==> config.mk <==
export PLATFORM = sky130hd
export DESIGN_NAME = seq_divider
export DESIGN_NICKNAME = d
export VERILOG_FILES = /design/src/rtl/div_pkg.sv /design/src/rtl/div_step.sv /design/src/rtl/seq_divider.sv
export SDC_FILE = /design/constraint.sdc
export NUM_CORES = 1
export LEC_CHECK = 0
export ABC_AREA = 1
export CAP_MARGIN = 0
export CORE_MARGIN = 5
export CORE_UTILIZATION = 32
export CTS_BUF_LIST = sky130_fd_sc_hd__clkbuf_8
export DETAILED_ROUTE_END_ITERATION = 10
export HOLD_SLACK_MARGIN = 0.1
export MAX_ROUTING_LAYER = met4
export PLACE_DENSITY_LB_ADDON = 0.3
export SYNTH_ARGS = -nofsm -noshare
export SYNTH_HDL_FRONTEND = slang
export SYNTH_SLANG_ARGS = --single-unit
==> constraint.sdc <==
create_clock -name clk -period 2.2 [get_ports clk]
set_input_delay 0.44 -clock clk [delete_from_list [all_inputs] [get_ports clk]]
set_output_delay 0.44 -clock clk [all_outputs]
set_load 0.005 [all_outputs]
==> src/rtl/div_pkg.sv <==
// Shared types and two's-complement helpers for the sequential signed divider.
package div_pkg;

  localparam int unsigned MAX_W = 64;

  typedef enum logic [1:0] {IDLE, CALC, FIX, DONE} div_state_t;

  // Callers sign-extend into MAX_W bits and truncate the result back down.
  function automatic logic [MAX_W-1:0] abs_w(input logic [MAX_W-1:0] v);
    return v[MAX_W-1] ? -v : v;
  endfunction

  function automatic logic [MAX_W-1:0] neg_cond(input logic [MAX_W-1:0] v, input logic neg);
    return neg ? -v : v;
  endfunction

endpackage

==> src/rtl/div_step.sv <==
// One combinational restoring-division iteration on unsigned magnitudes.
module div_step #(
  parameter int unsigned WIDTH = 16
) (
  input  logic [WIDTH:0]   rem,
  input  logic             in_bit,
  input  logic [WIDTH-1:0] dmag,
  output logic [WIDTH:0]   rem_next,
  output logic             q_bit
);

  logic [WIDTH+1:0] ext;
  logic [WIDTH+1:0] trial;

  always_comb begin
    ext      = {rem, in_bit};
    trial    = ext - {2'b00, dmag};
    q_bit    = ~trial[WIDTH+1];
    rem_next = q_bit ? trial[WIDTH:0] : ext[WIDTH:0];
  end

endmodule

==> src/rtl/seq_divider.sv <==
// Sequential signed restoring divider: WIDTH CALC cycles, one FIX cycle, one-cycle valid.
module seq_divider
  import div_pkg::*;
#(
  parameter int unsigned WIDTH = 16
) (
  input  logic             clk,
  input  logic             reset,
  input  logic             start,
  input  logic [WIDTH-1:0] dividend,
  input  logic [WIDTH-1:0] divisor,
  output logic             busy,
  output logic             valid,
  output logic [WIDTH-1:0] quotient,
  output logic [WIDTH-1:0] remainder,
  output logic             div_by_zero
);

  localparam int unsigned CW = $clog2(WIDTH);

  div_state_t       state, state_n;
  logic             accept;
  logic [WIDTH:0]   pr, pr_n;
  logic [WIDTH-1:0] qr;
  logic [WIDTH-1:0] dmag;
  logic [WIDTH-1:0] dvd_orig;
  logic [WIDTH-1:0] dvd_mag, dsr_mag;
  logic             sign_q, sign_r, dz;
  logic             qbit;
  logic [CW-1:0]    count;

  always_comb begin
    dvd_mag = WIDTH'(abs_w({{(MAX_W-WIDTH){dividend[WIDTH-1]}}, dividend}));
    dsr_mag = WIDTH'(abs_w({{(MAX_W-WIDTH){divisor[WIDTH-1]}}, divisor}));
  end

  div_step #(.WIDTH(WIDTH)) u_step (
    .rem      (pr),
    .in_bit   (qr[WIDTH-1]),
    .dmag     (dmag),
    .rem_next (pr_n),
    .q_bit    (qbit)
  );

  always_ff @(posedge clk or negedge reset) begin
    if (!reset) state <= IDLE;
    else        state <= state_n;
  end

  always_comb begin
    state_n = state;
    accept  = 1'b0;
    case (state)
      IDLE: if (start) begin
        accept  = 1'b1;
        state_n = CALC;
      end
      CALC: if (count == '0) state_n = FIX;
      FIX:  state_n = DONE;
      DONE: begin
        if (start) begin
          accept  = 1'b1;
          state_n = CALC;
        end else begin
          state_n = IDLE;
        end
      end
      default: state_n = IDLE;
    endcase
  end

  // qr starts as the dividend magnitude and is replaced by quotient bits from the LSB up.
  always_ff @(posedge clk or negedge reset) begin
    if (!reset) begin
      pr       <= '0;
      qr       <= '0;
      dmag     <= '0;
      dvd_orig <= '0;
      sign_q   <= 1'b0;
      sign_r   <= 1'b0;
      dz       <= 1'b0;
      count    <= '0;
    end else if (accept) begin
      pr       <= '0;
      qr       <= dvd_mag;
      dmag     <= dsr_mag;
      dvd_orig <= dividend;
      sign_q   <= dividend[WIDTH-1] ^ divisor[WIDTH-1];
      sign_r   <= dividend[WIDTH-1];
      dz       <= (divisor == '0);
      count    <= CW'(WIDTH-1);
    end else if (state == CALC) begin
      pr <= pr_n;
      qr <= {qr[WIDTH-2:0], qbit};
      if (count != '0) count <= count - 1'b1;
    end
  end

  always_ff @(posedge clk or negedge reset) begin
    if (!reset) begin
      quotient    <= '0;
      remainder   <= '0;
      div_by_zero <= 1'b0;
    end else if (state == FIX) begin
      quotient    <= dz ? '1 : WIDTH'(neg_cond(MAX_W'(qr), sign_q));
      remainder   <= dz ? dvd_orig : WIDTH'(neg_cond(MAX_W'(pr[WIDTH-1:0]), sign_r));
      div_by_zero <= dz;
    end
  end

  always_ff @(posedge clk or negedge reset) begin
    if (!reset) begin
      busy  <= 1'b0;
      valid <= 1'b0;
    end else begin
      busy  <= (state_n == CALC) || (state_n == FIX);
      valid <= (state_n == DONE);
    end
  end

endmodule
==> flow_metrics.py <==
metrics = {
    "min_path": {
        "hold_class": "in2async",
    },
    "grt": {
        "grt_pass1_wl_mm": 34.9,
        "grt_max_degree": 54,
        "grt_pass1_vias": 6500,
        "antenna_found_initial": 0,
        "track_usage": 0.172,
        "overflow": 0,
    },
    "route": {
        "first_pass_iters": 5,
        "avgRoutedWirePerCell_um": 15.0,
        "routed_via_density": 4.92,
        "drt_iter0_drc": 511,
        "routed_wl_mm": 21.3,
        "vias": 6978,
        "final_antenna_net_count": 0,
        "route.detailed.drc": 0,
    },
    "pwr": {
        "swShare": 0.489,
        "power_frac_comb": 0.642,
        "peakVddDrop_uv": 722,
        "power_density_nw_per_um2": 1530,
        "p_int_uw": 6860,
        "p_clk_frac": 0.095,
        "p_switching_uw": 6560,
        "power.leakage_uw": 0.00437,
        "p_seq_frac": 0.264,
    },
    "synthesis": {
        "synth_seq_area_share": 0.376,
        "avgSynthCellArea_um2": 7.00,
        "synthAdderAreaFrac": 0.0481,
        "synthMuxAreaShare": 0,
        "netlist_area_um2": 7190,
        "synth_nets": 1089,
        "synth.top_cell.area_share": 0.376,
        "synth_top_family_by_area": "simple AND/OR/NAND/NOR gates",
        "synth_compound_area_frac": 0.116,
        "synth_edf_count": 0,
        "netlist-cell-type-count": 41,
        "synthSimpleGateAreaFrac": 0.333,
        "syn_inst": 1027,
        "synth_flop_cell": "dfrtp_1",
        "synth_area_leader_cell": "dfrtp_1",
        "ys_warn_count": 0,
        "synth.area.top_cells": "dfrtp_1, nand2_1, nand3_1",
        "async_flop_share": 1.00,
        "synth.ff_latch_count": 108,
        "synthXorXnorAreaFrac": 0.0232,
    },
    "worst_setup_path": {
        "path_max_fanout": 11,
        "rr_worst_depth": 9,
        "critPathRequiredTime_ns": 2.55,
        "worstSetupPathType": "reg2reg",
        "crit_chain": "ha_1 -> a21oi_1 -> o21ai_0 -> nor2_2 -> nand3_2 -> buf_4 -> nand3_1 -> nand3_1 -> nand2_1",
        "worstSetupEndpointType": "flip-flop",
        "critical_path.max_stage_delay_ns": 0.41,
        "slowest_stage": "dfrtp_1",
        "crit_top_cell": "nand3_1",
        "worst_ep_arrival_time_ns": 2.41,
        "cp-start-kind": "flip-flop",
    },
    "timing": {
        "period_needed_ns": 2.06,
        "setup_violations": 0,
        "fin_ws_ns": 0.138,
        "relSlewSlack": 0.647,
        "drv_slew": 0,
        "fmax_mhz": 485,
        "hold_viol": 0,
        "worst_slew_pin_slew_ns": 0.528,
        "min_period_over_period": 0.937,
        "clock_skew_ns": 0.0136,
    },
    "floorplanning": {
        "die_w_um": 160,
        "ios": 70,
        "initial_core_util": 0.327,
        "dieArea_um2": 25600,
        "rows": 54,
        "core-area_um2": 22000,
        "die_h_um": 160,
    },
    "cts": {
        "clk_pin_slew_ns": 0.12,
        "cts_root_buf": "clkbuf_8",
        "cts_tree": "built",
        "clock_latency_ns": 0.40,
        "clockBufferDepth": 2,
        "cts_sinks": 108,
        "htreeDepth": 3,
        "numCtsBuffers": 9,
    },
    "place": {
        "pre_cts_slack_ns": -0.126,
        "dp_cells": 1399,
        "numPortBuffers": 69,
        "dpl.hpwl_mm": 17.0,
        "gp_congestion": 0.911,
        "place_area_um2": 8530,
    },
    "layout": {
        "fillers": 2229,
        "seq_area_um2": 2700,
        "drive_gt1_frac": 0.0959,
        "final_cell_mix": "nand2_1, inv_1, nand3_1",
        "multiInputGateArea_um2": 3790,
        "final_area_um2": 8800,
        "final_nets": 1194,
        "num_antenna_cells": 0,
        "final_cells": 1417,
        "final_common_cell": "nand2_1",
        "syn2layout_area_growth_pct": 22.4,
    },
    "run_status": {
        "status": "completed",
    },
    "flow_run": {
        "maxCapViolations": 0,
    },
}
## cell type report
| cell class | count | share of cell area |
|---|---|---|
| inverter | 154 | 0.0657 |
| multi-input combinational | 732 | 0.430 |
| sequential | 108 | 0.307 |
| clock inverter | 6 | 0.00740 |
| tap | 280 | 0.0398 |
| timing repair buffer | 127 | 0.134 |
| clock buffer | 10 | 0.0156 |
## per-stage QoR
| stage | utilization | power (µW) | setup TNS [ns] | hold WS (ns) |
|---|---|---|---|---|
| detailed placement | 0.388 | 12100 | -0.227 | 0.347 |
| floorplan | - | 9100 | 0 | 0.144 |
| finish | 0.401 | 13400 | 0 | 0.465 |
| global placement | 0.388 | 12000 | -0.137 | 0.349 |
| global route | 0.401 | 14800 | -0.000628 | 0.492 |
| CTS | 0.398 | 13400 | 0 | 0.449 |
## layer usage
metal  part of all wire  vias to the layer above  routed length (µm)  global-route usage
li1                   -                     3548                   -                   -
met1               0.49                     3246               10400               0.243
met2               0.45                      157                9610               0.257
met3              0.040                       27                 843              0.0214
met4              0.023                        0                 496              0.0583
met5                  0                        -                   0                   -
## sequential cells by signal, summed over array words and instances (netlist names)
register,count
busy,1
count,4
div_by_zero,1
dmag,16
dvd_orig,16
dz,1
pr,17
qr,16
quotient,16
remainder,16
sign_q,1
state,2
valid,1
## Yosys cell counts, types with 12 or more instances
| cell | n |
|---|---|
| nand2_1 | 281 |
| inv_1 | 148 |
| nand3_1 | 130 |
| dfrtp_1 | 108 |
| nor2_1 | 76 |
| o21ai_0 | 70 |
| ha_1 | 26 |
| a21oi_1 | 24 |
| clkbuf_1 | 24 |
| o211ai_1 | 19 |
| nor3_1 | 14 |
| xnor2_1 | 12 |
## repair_timing
action / 4_1_cts / 5_1_grt
endpoints found under the setup margin: 0 / 16
hold buffers: 1 / 0
hold endpoints to repair: 17 / 0
gates resized for setup: 0 / 8
buffers inserted: 0 / 1
## worst max-delay path: cells and delay by family (launching register included)
kind | cells | cell delay [ns]
adder cells (fa/ha/maj) | 1 | 0.34
buffers and inverters | 1 | 0.20
AND/OR/NAND/NOR | 5 | 0.70
flip-flops | 1 | 0.41
AO/OA/AOI/OAI | 2 | 0.38
## kinds of logic (layout without fill, tap and decap cells)
logic type | after synthesis | after routing
AO/OA/AOI/OAI | 143 | 143
XOR/XNOR | 19 | 19
adder cells (fa/ha/maj) | 27 | 27
buffers and inverters | 187 | 297
flip-flops | 108 | 108
AND/OR/NAND/NOR | 543 | 543
## power by group through the flow
stage	Clock, µW	Combinational [µW]	Sequential (µW)
global placement	0	8400	3560
global route	1410	9770	3640
CTS	1320	8540	3530
finish	1270	8610	3540
detailed placement	0	8510	3570
floorplan	0	5700	3400
## path summary, 6_finish.rpt
kind                        startpoint          end  slack, ns
max in group asynchronous        reset  quotient[8]       1.15
min                              reset     dmag[11]       0.47
max reg2reg                     pr[13]       pr[10]       0.14
min in group clk           div_by_zero  div_by_zero       0.49
min reg2reg                div_by_zero  div_by_zero       0.49
max                             pr[13]       pr[10]       0.14
Power figures use the tool's default switching activity.
